===== src/rtl/product_accumulator_if.sv =====
// Handshake bundle between the multiplier, the accumulator and the result consumer.
// Carries the run request, the product stream (valid/ready) and the result (valid/ready).
// master = stimulus/upstream side, slave = product_accumulator.
interface product_accumulator_if #(
  parameter int PROD_W = 8,
  parameter int ACC_W  = 16,
  parameter int LEN_W  = 5
);
  logic              start;      // run request, honoured only in IDLE
  logic [LEN_W-1:0]  len;        // products in the run, latched with start
  logic              prod_valid; // upstream product valid
  logic [PROD_W-1:0] prod;       // unsigned product
  logic              prod_ready; // accumulator takes a product this cycle
  logic              acc_valid;  // result available
  logic [ACC_W-1:0]  acc_out;    // accumulated sum
  logic              acc_ready;  // downstream takes the result
  logic              overflow;   // sticky carry-out of the run
  logic              busy;       // run in progress or result pending

  modport master (
    output start, len, prod_valid, prod, acc_ready,
    input  prod_ready, acc_valid, acc_out, overflow, busy
  );

  modport slave (
    input  start, len, prod_valid, prod, acc_ready,
    output prod_ready, acc_valid, acc_out, overflow, busy
  );
endinterface


===== src/rtl/product_accumulator.sv =====
// Sums a programmed number of unsigned products into a wide accumulator.
// Latency: prod_ready the cycle after start; acc_valid the cycle after the last beat (or after start when len=0).
// Backpressure: one product per cycle in ACCUM; result held stable in DONE until acc_ready.
// Ports: clk, rst_n (async active-low); bus (slave modport) carries start/len, the
// prod_valid/prod/prod_ready stream, and the acc_valid/acc_out/acc_ready result plus overflow/busy.
module product_accumulator #(
  parameter int PROD_W = 8,
  parameter int ACC_W  = 16,
  parameter int LEN_W  = 5
) (
  input  logic                    clk,
  input  logic                    rst_n,
  product_accumulator_if.slave    bus
);

  typedef enum logic [1:0] {
    IDLE  = 2'd0,
    ACCUM = 2'd1,
    DONE  = 2'd2
  } state_e;

  state_e           state_q, state_d;
  logic [ACC_W-1:0] acc_q, acc_d;
  logic             ovf_q, ovf_d;
  logic [LEN_W-1:0] rem_q, rem_d;

  logic [PROD_W-1:0] prod_in;
  logic [ACC_W:0]    sum;   // one extra bit captures the carry-out
  logic              beat;

  assign prod_in = bus.prod;
  // prod_ready is exactly "state is ACCUM", so a beat needs only the valid.
  assign beat    = (state_q == ACCUM) && bus.prod_valid;

  // State register
  always_ff @(posedge clk or negedge rst_n) begin
    if (!rst_n) begin
      state_q <= IDLE;
      acc_q   <= '0;
      ovf_q   <= 1'b0;
      rem_q   <= '0;
    end else begin
      state_q <= state_d;
      acc_q   <= acc_d;
      ovf_q   <= ovf_d;
      rem_q   <= rem_d;
    end
  end

  // Next-state logic
  always_comb begin
    state_d = state_q;
    case (state_q)
      IDLE: begin
        if (bus.start) begin
          state_d = (bus.len == '0) ? DONE : ACCUM;
        end
      end
      ACCUM: begin
        if (beat && (rem_q == LEN_W'(1))) begin
          state_d = DONE;
        end
      end
      DONE: begin
        if (bus.acc_ready) begin
          state_d = IDLE;
        end
      end
      default: state_d = IDLE;
    endcase
  end

  // Datapath: acc/overflow are cleared only by an accepted start, so the
  // last result stays visible in IDLE.
  always_comb begin
    acc_d = acc_q;
    ovf_d = ovf_q;
    rem_d = rem_q;
    sum   = {1'b0, acc_q} + (ACC_W+1)'(prod_in);
    if ((state_q == IDLE) && bus.start) begin
      acc_d = '0;
      ovf_d = 1'b0;
      rem_d = bus.len;
    end else if (beat) begin
      acc_d = sum[ACC_W-1:0];
      ovf_d = ovf_q | sum[ACC_W];
      rem_d = rem_q - LEN_W'(1);
    end
  end

  // Outputs decoded from registered state only
  always_comb begin
    bus.prod_ready = 1'b0;
    bus.acc_valid  = 1'b0;
    bus.busy       = 1'b0;
    case (state_q)
      ACCUM: begin
        bus.prod_ready = 1'b1;
        bus.busy       = 1'b1;
      end
      DONE: begin
        bus.acc_valid = 1'b1;
        bus.busy      = 1'b1;
      end
      default: ;
    endcase
    bus.acc_out  = acc_q;
    bus.overflow = ovf_q;
  end

endmodule


===== src/flat_wrapper.sv =====
// flat-port wrapper written by rule: the top's interface ports become plain ports
module product_accumulator_flat 
#(
  parameter int PROD_W = 8,
  parameter int ACC_W  = 16,
  parameter int LEN_W  = 5
)
  (clk, rst_n, bus_start, bus_len, bus_prod_valid, bus_prod, bus_acc_ready, bus_prod_ready, bus_acc_valid, bus_acc_out, bus_overflow, bus_busy);
  product_accumulator_if #(.PROD_W(PROD_W), .ACC_W(ACC_W), .LEN_W(LEN_W)) bus_i ();
  input  logic clk;
  input  logic rst_n;
  input wire logic [$bits(bus_i.start)-1:0] bus_start;
  input wire logic [$bits(bus_i.len)-1:0] bus_len;
  input wire logic [$bits(bus_i.prod_valid)-1:0] bus_prod_valid;
  input wire logic [$bits(bus_i.prod)-1:0] bus_prod;
  input wire logic [$bits(bus_i.acc_ready)-1:0] bus_acc_ready;
  output wire logic [$bits(bus_i.prod_ready)-1:0] bus_prod_ready;
  output wire logic [$bits(bus_i.acc_valid)-1:0] bus_acc_valid;
  output wire logic [$bits(bus_i.acc_out)-1:0] bus_acc_out;
  output wire logic [$bits(bus_i.overflow)-1:0] bus_overflow;
  output wire logic [$bits(bus_i.busy)-1:0] bus_busy;
  assign bus_i.start = bus_start;
  assign bus_i.len = bus_len;
  assign bus_i.prod_valid = bus_prod_valid;
  assign bus_i.prod = bus_prod;
  assign bus_i.acc_ready = bus_acc_ready;
  assign bus_prod_ready = bus_i.prod_ready;
  assign bus_acc_valid = bus_i.acc_valid;
  assign bus_acc_out = bus_i.acc_out;
  assign bus_overflow = bus_i.overflow;
  assign bus_busy = bus_i.busy;
  product_accumulator #(.PROD_W(PROD_W), .ACC_W(ACC_W), .LEN_W(LEN_W)) u_core (.clk(clk), .rst_n(rst_n), .bus(bus_i));
endmodule

===== config.mk =====
export PLATFORM = sky130hd
export DESIGN_NAME = product_accumulator_flat
export DESIGN_NICKNAME = d
export VERILOG_FILES = /design/src/rtl/product_accumulator_if.sv /design/src/rtl/product_accumulator.sv /design/src/flat_wrapper.sv
export SDC_FILE = /design/constraint.sdc
export NUM_CORES = 1
export LEC_CHECK = 0
export BUFFER_PORTS_ARGS = -buffer_cell sky130_fd_sc_hd__buf_2
export CORE_MARGIN = 3
export CORE_UTILIZATION = 25
export CTS_CLUSTER_SIZE = 8
export DETAILED_ROUTE_END_ITERATION = 8
export GPL_ROUTABILITY_DRIVEN = 0
export SLEW_MARGIN = 15
export SYNTH_ARGS = -nofsm -noshare
export SYNTH_HDL_FRONTEND = slang
export SYNTH_SLANG_ARGS = --single-unit

===== constraint.sdc =====
create_clock -name clk -period 2.2 [get_ports clk]
set_input_delay 0.33 -clock clk [delete_from_list [all_inputs] [get_ports clk]]
set_output_delay 0.33 -clock clk [all_outputs]
set_load 0.02 [all_outputs]

; Word level (Yosys, flattened, before mapping)
; Cells that the tools add are included.
; Widths: inputs -> output; s select.
[word_totals]
ff_bits = 24
in_bits = 18
output_inout_bits = 20
elab_cells = 35
[classes]
n_addsub = 2
n_eq_ne = 6
mux = 14
bitwise = 1
n_reduce_logical = 8
[ops]
columns = cell, n
row1 = $mux 16, 2
row2 = $add 16x8->17, 1
row3 = $mux 5, 2
row4 = $mux 2, 4
row5 = $ne 2x2->1 const B, 3
row6 = $pmux 2 s3, 1
row7 = $eq 5x1->1 const B, 1
row8 = $logic_not 5->1, 1
row9 = $mux 1, 5
row10 = $sub 5x1->5 const B, 1
row11 = $logic_and 1x1->1, 3
row12 = $reduce_and 3->1, 1
row13 = $eq 2x1->1 const B, 1
row14 = $eq 2x2->1 const B, 1
row15 = $logic_not 2->1, 1
row16 = $reduce_bool 2->1, 1
row17 = $reduce_or 2->1, 1
row18 = $or 1x1->1, 1

; Logic depth before layout (Yosys ltp)
; Gate-level depths: netlist of run 1.
[depth]
ltp_word = 5
ltp_mapped = 7
ltp_nobuf = 6

; Worst setup path after synthesis of run 1
; OpenSTA, ideal clock, no wires.
[synth_timing]
path_kind = register to register
startpoint = register u_core.acc_q[0] (netlist: u_core.bus.acc_out[0])
endpoint = register u_core.ovf_q (netlist: u_core.bus.overflow)
setup_time_ns = 0.121
arrival_ns = 2.033
path_slack_ns = 0.046
path_stages_with_launch = 7
synth_period_minus_slack_ns = 2.154
cell_sequence = dfrtp_1 ha_1 fa_1 a21o_2 a221oi_2 a21oi_1 a22o_1
[synth_via]
elab_chain_len = 4
[synth_rtl]
columns = element, line_no
row1 = from (decl), product_accumulator.sv:23  ; logic [ACC_W-1:0] acc_q, acc_d;
row2 = from (signal assigned), product_accumulator.sv:39  ; acc_q <= '0;
row3 = from (signal assigned), product_accumulator.sv:44  ; acc_q <= acc_d;
row4 = $add 16x8->17, product_accumulator.sv:79  ; sum = {1'b0, acc_q} + (ACC_W+1)'(prod_in);
row5 = $or 1x1->1, product_accumulator.sv:86  ; ovf_d = ovf_q | sum[ACC_W];
row6 = $mux 1, product_accumulator.sv:84  ; end else if (beat) begin
row7 = $mux 1, product_accumulator.sv:80  ; if ((state_q == IDLE) && bus.start) begin
row8 = to (signal assigned), product_accumulator.sv:45  ; ovf_q <= ovf_d;
row9 = to (decl), product_accumulator.sv:24  ; logic ovf_q, ovf_d;
; No other way between the ends. The select of a mux whose other input is x is not followed.
; A chain may end at the register's enable or synchronous reset.

; Final worst setup path of run 1
[layout_timing]
startpoint = register u_core.acc_q[0] (netlist: u_core.bus.acc_out[0])
endpoint = register u_core.acc_q[10] (netlist: u_core.bus.acc_out[10])
[layout_via]
elab_chain_len = 3
[layout_rtl]
columns = element, line_no
row1 = $add 16x8->17, product_accumulator.sv:79
row2 = $mux 16, product_accumulator.sv:84
row3 = $mux 16, product_accumulator.sv:80
; No other way between the ends. The select of a mux whose other input is x is not followed.

==> results of run 1 <==
[final cells by class]
type                       count  area [sq um]  share of cell area [%]
clock buffer                   4          55.1                    2.64
inverter                       5          18.8                   0.900
multi-input combinational    158          1080                    51.6
sequential                    24           601                    28.8
tap                           77          96.3                    4.62
timing repair buffer          44           238                    11.4
[critical path, delay by kind of cell, from the launching register on]
family                   cells  cell delay (ns)
adder cells (fa/ha/maj)      2             0.65
AO/OA/AOI/OAI                3             0.58
flip-flops                   1             0.40
buffers and inverters        1             0.18
multiplexers                 1             0.14
[routing by layer]
metal | routed length, um | GRT usage (%) | up-vias
li1 | - | - | 811
met1 | 2270 | 17.1 | 769
met2 | 2080 | 19.2 | 57
met3 | 323 | 2.86 | 2
met4 | 30 | 2.88 | 0
met5 | 0 | 0 | -
[cell usage in the layout (no fill, tap or decap), types with 7 or more instances in the layout]
cell	netlist	final
a21oi_1	16	16
buf_2	2	37
buf_4	0	7
dfrtp_1	24	24
ha_1	13	12
nand2_1	26	26
nand3_1	7	7
nand4_1	7	7
o21ai_0	9	9
[final timing paths]
kind / slack, ns / endpoint
max in group asynchronous: 1.75 / u_core.rem_q[2]
setup reg to reg: 0.14 / u_core.bus.acc_out[10]
hold / removal: 0.05 / u_core.bus.acc_out[2]
hold reg to reg: 0.52 / u_core.bus.acc_out[7]
min in group clk: 0.28 / u_core.rem_q[1]
setup / recovery: 0.14 / u_core.bus.acc_out[10]
[cell families after synthesis]
group / after synthesis
AND/OR/NAND/NOR: 73
flip-flops: 24
adder cells (fa/ha/maj): 14
buffers and inverters: 11
AO/OA/AOI/OAI: 61
XOR/XNOR: 6
multiplexers: 4
[sequential cells by signal (all words and copies together) (netlist names)]
register	count
u_core.rem_q	5
u_core.bus.overflow	1
u_core.bus.acc_out	16
u_core.state_q	2
[power by group]
group,internal [W],leakage [nW],switching [W]
Sequential,0.000566,0.317,0.000122
Clock,0.000160,0.0288,0.000152
Combinational,0.000473,0.619,0.000714
Total,0.00120,0.965,0.000988
[what timing repair did]
item | CTS | global route
hold endpoints to repair | 0 | 0
endpoints found under the setup margin | 0 | 1
buffers inserted | 0 | 0
resized for setup | 0 | 1
[stage by stage]
stage / setup WS [ns] / utilization, % / total power (W) / hold slack, ns
3_5_place_dp: 0.100 / 31.2 / 0.00188 / 0.370
5_1_grt: 0.0205 / 32.1 / 0.00239 / 0.0920
4_1_cts: 0.123 / 32.1 / 0.00220 / 0.0719
2_1_floorplan: 0.0461 / - / 0.00151 / 0.0344
6_report: 0.143 / 32.1 / 0.00219 / 0.0546
3_3_place_gp: 0.132 / 31.2 / 0.00187 / 0.366
==> flow_metrics.env, run 1 <==
export IMPL_drv_slew=0
export IMPL_worstPathArrival_ns=2.21
export IMPL_critical_path_class="reg -> reg"
export IMPL_path_cells="ha_1, fa_1, a21o_2, a221oi_2, buf_4, o32ai_1, mux2i_1"
export IMPL_post_route_period_util_pct=93.5
export IMPL_antenna_cells=0
export IMPL_die_w_um=88.9
export IMPL_synth_edf_count=0
export IMPL_dieArea_sq_um=7900
export IMPL_place_hpwl_mm=3.56
export IMPL_hold_class="in -> async"
export IMPL_drc=0
export IMPL_synthArstFlopShare_pct=100
export IMPL_cts_root_buf="clkbuf_8"
export IMPL_clockBufferDepth=2
export IMPL_cp_slowest_cell="fa_1"
export IMPL_grt_max_degree=25
export IMPL_synth_cell_types=46
export IMPL_drtIter0Drc=79
export IMPL_numCtsBuffers=3
export IMPL_htree_levels=1
export IMPL_period_needed_ns=2.06
export IMPL_area_delta_synth_final_pct=21.3
export IMPL_dpl_cell_area_sq_um=2030
export IMPL_r2r_start="u_core.bus.acc_out[0]"
export IMPL_clock_sinks=24
export IMPL_dp_cells=308
export IMPL_cap_violations=0
export IMPL_yosys_area_share_xor_xnor_pct=3.06
export IMPL_drt_first_pass_iters=4
export IMPL_rsz0062_at_grt="false"
export IMPL_reg2reg_depth=7
export IMPL_synth_fa_ha_area_share_pct=10.6
export IMPL_ant_nets=0
export IMPL_nets=268
export IMPL_drive_above_1_share_pct=23.0
export IMPL_fillCellCount=696
export IMPL_fin_worst_skew_ns=0.00624
export IMPL_status="completed"
export IMPL_ir_worst_vdd_mv=0.464
export IMPL_ys_seq_elements=24
export IMPL_crit_start="u_core.bus.acc_out[0]"
export IMPL_hold_viol=0
export IMPL_grt_pass1_wl_mm=7.45
export IMPL_synth_top_cells_by_area="dfrtp_1 35%, ha_1 9.5%, nand2_1 5.7%"
export IMPL_grt_overflow_total=0
export IMPL_leakage_nw=0.965
export IMPL_setup_viol=0
export IMPL_track_usage_pct=12.2
export IMPL_tns_ns=0
export IMPL_cpPeakStageDelay_ns=0.41
export IMPL_clk_pin_slew_ns=0.09
export IMPL_drt_wl_total_mm=4.71
export IMPL_clk_latency_ns=0.27
export IMPL_ios=38
export IMPL_die_y_um=88.9
export IMPL_finalInstanceArea_sq_um=2080
export IMPL_ys_flop_type="dfrtp_1"
export IMPL_endpoint_kind="flip-flop"
export IMPL_synth_warnings=0
export IMPL_port_buffer_count=37
export IMPL_placeableCoreArea_sq_um=6490
export IMPL_syn_num_nets=225
export IMPL_relSlewSlack_pct=55.9
export IMPL_initial_core_util_pct=26.4
export IMPL_syn_cell_area_sq_um=1720
export IMPL_synth_top_family_by_area="compound AO/OA/AOI/OAI gates"
export IMPL_synth_seq_area_share_pct=35.0
export IMPL_syn_inst=193
export IMPL_grt_pass1_vias=1493
export IMPL_wl_per_cell_um=15.1
export IMPL_synth_commonest_cells="26 x nand2_1, 24 x dfrtp_1, 16 x a21oi_1"
export IMPL_synth_top_cell_by_area="dfrtp_1"
export IMPL_synth_avg_cell_area_sq_um=8.90
export IMPL_antenna_found_initial=0
export IMPL_power_density_nw_per_um2=1050
export IMPL_synth_most_common_cell="nand2_1"
export IMPL_tightestPinTransition_ns=0.653
export IMPL_cts_tree="yes"
export IMPL_vias=1639
export IMPL_cp_required_ns=2.35
export IMPL_cp_max_fo=4
export IMPL_synth_mux_area_fraction_pct=2.33
export IMPL_fmax_mhz=486
export IMPL_startpoint_type="flip-flop"
export IMPL_viasPerCell=5.25
export IMPL_synth_simple_gate_area_share_pct=22.0
export IMPL_synth_top_area_share_pct=35.0
export IMPL_row_count=29
export IMPL_holdBufCountCts=0
export IMPL_fin_cells=312
export IMPL_synth_compound_area_share_pct=24.5
(Power assumes the default switching activity.)
==> run 2, diff against run 1 <==
clock period = 2.55 ns   (was 2.2 ns; I/O delays follow)
==> run 2 against run 1 <==
Non-clock buffer count down 3. First-iteration DRC count up 59%. Worst setup slack better by 0.19 ns. Design area down 1.9%. Critical endpoint is now u_core.bus.overflow. Critical path type unchanged. Cell count down 1.3%. Core utilization down 0.60 points. Die area unchanged. Total power down 18%. Via count down 0.18%. Critical path depth down 1. Largest cell class unchanged. Wire length down 5.8%. Fmax down 7.2%.
==> flow_metrics.env, run 2 (same netlist as run 1, synthesis figures left out) <==
export IMPL_status="completed"
export IMPL_cp_required_ns=2.71
export IMPL_register_area_sq_um=601
export IMPL_ios=38
export IMPL_port_buffer_count=37
export IMPL_cts_resized=0
export IMPL_dieArea_sq_um=7900
export IMPL_hold_viol=0
export IMPL_die_w_um=88.9
export IMPL_antenna_cells=0
export IMPL_drive_above_1_share_pct=21.2
export IMPL_critical_path_class="reg -> reg"
export IMPL_placeableCoreArea_sq_um=6490
export IMPL_grt_overflow_total=0
export IMPL_worstPathArrival_ns=2.38
export IMPL_final_cell_mix="37 x buf_2, 26 x nand2_1, 24 x dfrtp_1"
export IMPL_place_hpwl_mm=3.46
export IMPL_multi_input_area_sq_um=1070
export IMPL_area_delta_synth_final_pct=19.1
export IMPL_hold_ws_ns=0.101
export IMPL_reg2reg_to="u_core.bus.overflow"
export IMPL_cap_violations=0
export IMPL_tightestPinTransition_ns=0.681
export IMPL_grt_max_degree=25
export IMPL_dp_cells=305
export IMPL_drt_first_pass_iters=4
export IMPL_holdBufCountCts=0
export IMPL_final_common_cell="buf_2"
export IMPL_largest_register_ff_count=16
export IMPL_reg2reg_depth=6
export IMPL_nets=265
export IMPL_p_comb_share_pct=54.7
export IMPL_grt_pass1_vias=1473
export IMPL_leakage_nw=0.946
export IMPL_grt_pass1_wl_mm=7.22
export IMPL_antenna_found_initial=0
export IMPL_drt_wl_total_mm=4.44
export IMPL_rrSetupSlack_ns=0.33
export IMPL_viasPerCell=5.31
export IMPL_power_share_clock_pct=12.5
export IMPL_period_needed_ns=2.22
export IMPL_tns_ns=0
export IMPL_cts_root_buf="clkbuf_8"
export IMPL_cp_max_fo=5
export IMPL_drc=0
export IMPL_wl_per_cell_um=14.4
export IMPL_ant_nets=0
export IMPL_power_switching_w=0.000821
export IMPL_ir_worst_vdd_mv=0.425
export IMPL_vias=1636
export IMPL_rsz0062_at_grt="false"
export IMPL_startpoint_type="flip-flop"
export IMPL_drtIter0Drc=126
export IMPL_fin_worst_skew_ns=0.00222
export IMPL_clockBufferDepth=2
export IMPL_endpoint_kind="flip-flop"
export IMPL_htree_levels=1
export IMPL_fillCellCount=686
export IMPL_p_int_w=0.000977
export IMPL_initial_core_util_pct=26.4
export IMPL_drv_slew=0
export IMPL_relSlewSlack_pct=54.0
export IMPL_netSwitchingFraction_pct=45.6
export IMPL_die_y_um=88.9
export IMPL_post_route_period_util_pct=86.9
export IMPL_clk_latency_ns=0.26
export IMPL_clock_sinks=24
export IMPL_hold_class="in -> async"
export IMPL_power_density_nw_per_um2=879
export IMPL_r2r_start="u_core.bus.acc_out[0]"
export IMPL_cts_setup_buffers=0
export IMPL_fin_cells=308
export IMPL_setup_viol=0
export IMPL_sequentialPowerShare_pct=32.8
export IMPL_track_usage_pct=11.7
export IMPL_fmax_mhz=451
export IMPL_clk_pin_slew_ns=0.08
export IMPL_row_count=29
export IMPL_numCtsBuffers=3
export IMPL_cts_tree="yes"
-- run 2: cell types whose count changed in the layout (fill, tap and decap cells not counted) --
cell      before  now
clkbuf_8       4    3
ha_2           1    0
ha_1          12   13
buf_4          7    4
-- run 2: per-layer routing --
layer	track usage [%]	share of wire (%)	vias up
met5	0	0	-
met4	2.47	0.63	0
met3	2.58	5.2	2
met2	18.8	45	41
met1	16.2	49	786
li1	-	-	807
-- run 2: critical path, stage by stage (launching register included) --
cell	delay, ns
dfrtp_1	0.40
ha_1	0.25
fa_1	0.41
a21o_2	0.25
a221oi_2	0.42
a21oi_1	0.18
a22o_1	0.21
-- run 2: how the worst max path moves through the flow --
stage                                     start             endpoint  slack, ns  cells after the start
after floorplan           u_core.bus.acc_out[0]  u_core.bus.overflow       0.40                      6
after global placement              bus_prod[0]  u_core.bus.overflow       0.28                      7
after detailed placement            bus_prod[0]  u_core.bus.overflow       0.26                      7
after CTS                 u_core.bus.acc_out[0]  u_core.bus.overflow       0.33                      6
after global routing      u_core.bus.acc_out[0]  u_core.bus.overflow       0.20                      6
final                     u_core.bus.acc_out[0]  u_core.bus.overflow       0.33                      6
-- run 2: layout make-up --
| cell class | instances | area share (%) |
|---|---|---|
| multi-input cells | 158 | 52.5 |
| flip-flops and latches | 24 | 29.4 |
| repair buffers | 41 | 10.5 |
| well taps | 77 | 4.71 |
| clock buffers | 3 | 2.02 |
| inverters | 5 | 0.917 |
-- run 2: stage by stage --
step                utilization [%]  cell area, sq um  total power [W]  setup WS (ns)
CTS                            31.5              2050          0.00183          0.328
global placement               30.9              2000          0.00158          0.278
global route                   31.5              2050          0.00197          0.203
detailed placement             30.9              2000          0.00159          0.257
floorplan                         -              1720          0.00131          0.396
finish                         31.5              2050          0.00180          0.334
-- run 2: power by group through the flow --
| stage | clock, W | sequential [W] | combinational, W |
|---|---|---|---|
| 4_1_cts | 0.000240 | 0.000594 | 0.000993 |
| 3_3_place_gp | 0 | 0.000599 | 0.000980 |
| 6_report | 0.000224 | 0.000590 | 0.000983 |
| 3_5_place_dp | 0 | 0.000599 | 0.000994 |
| 5_1_grt | 0.000256 | 0.000611 | 0.00110 |
| 2_1_floorplan | 0 | 0.000646 | 0.000660 |
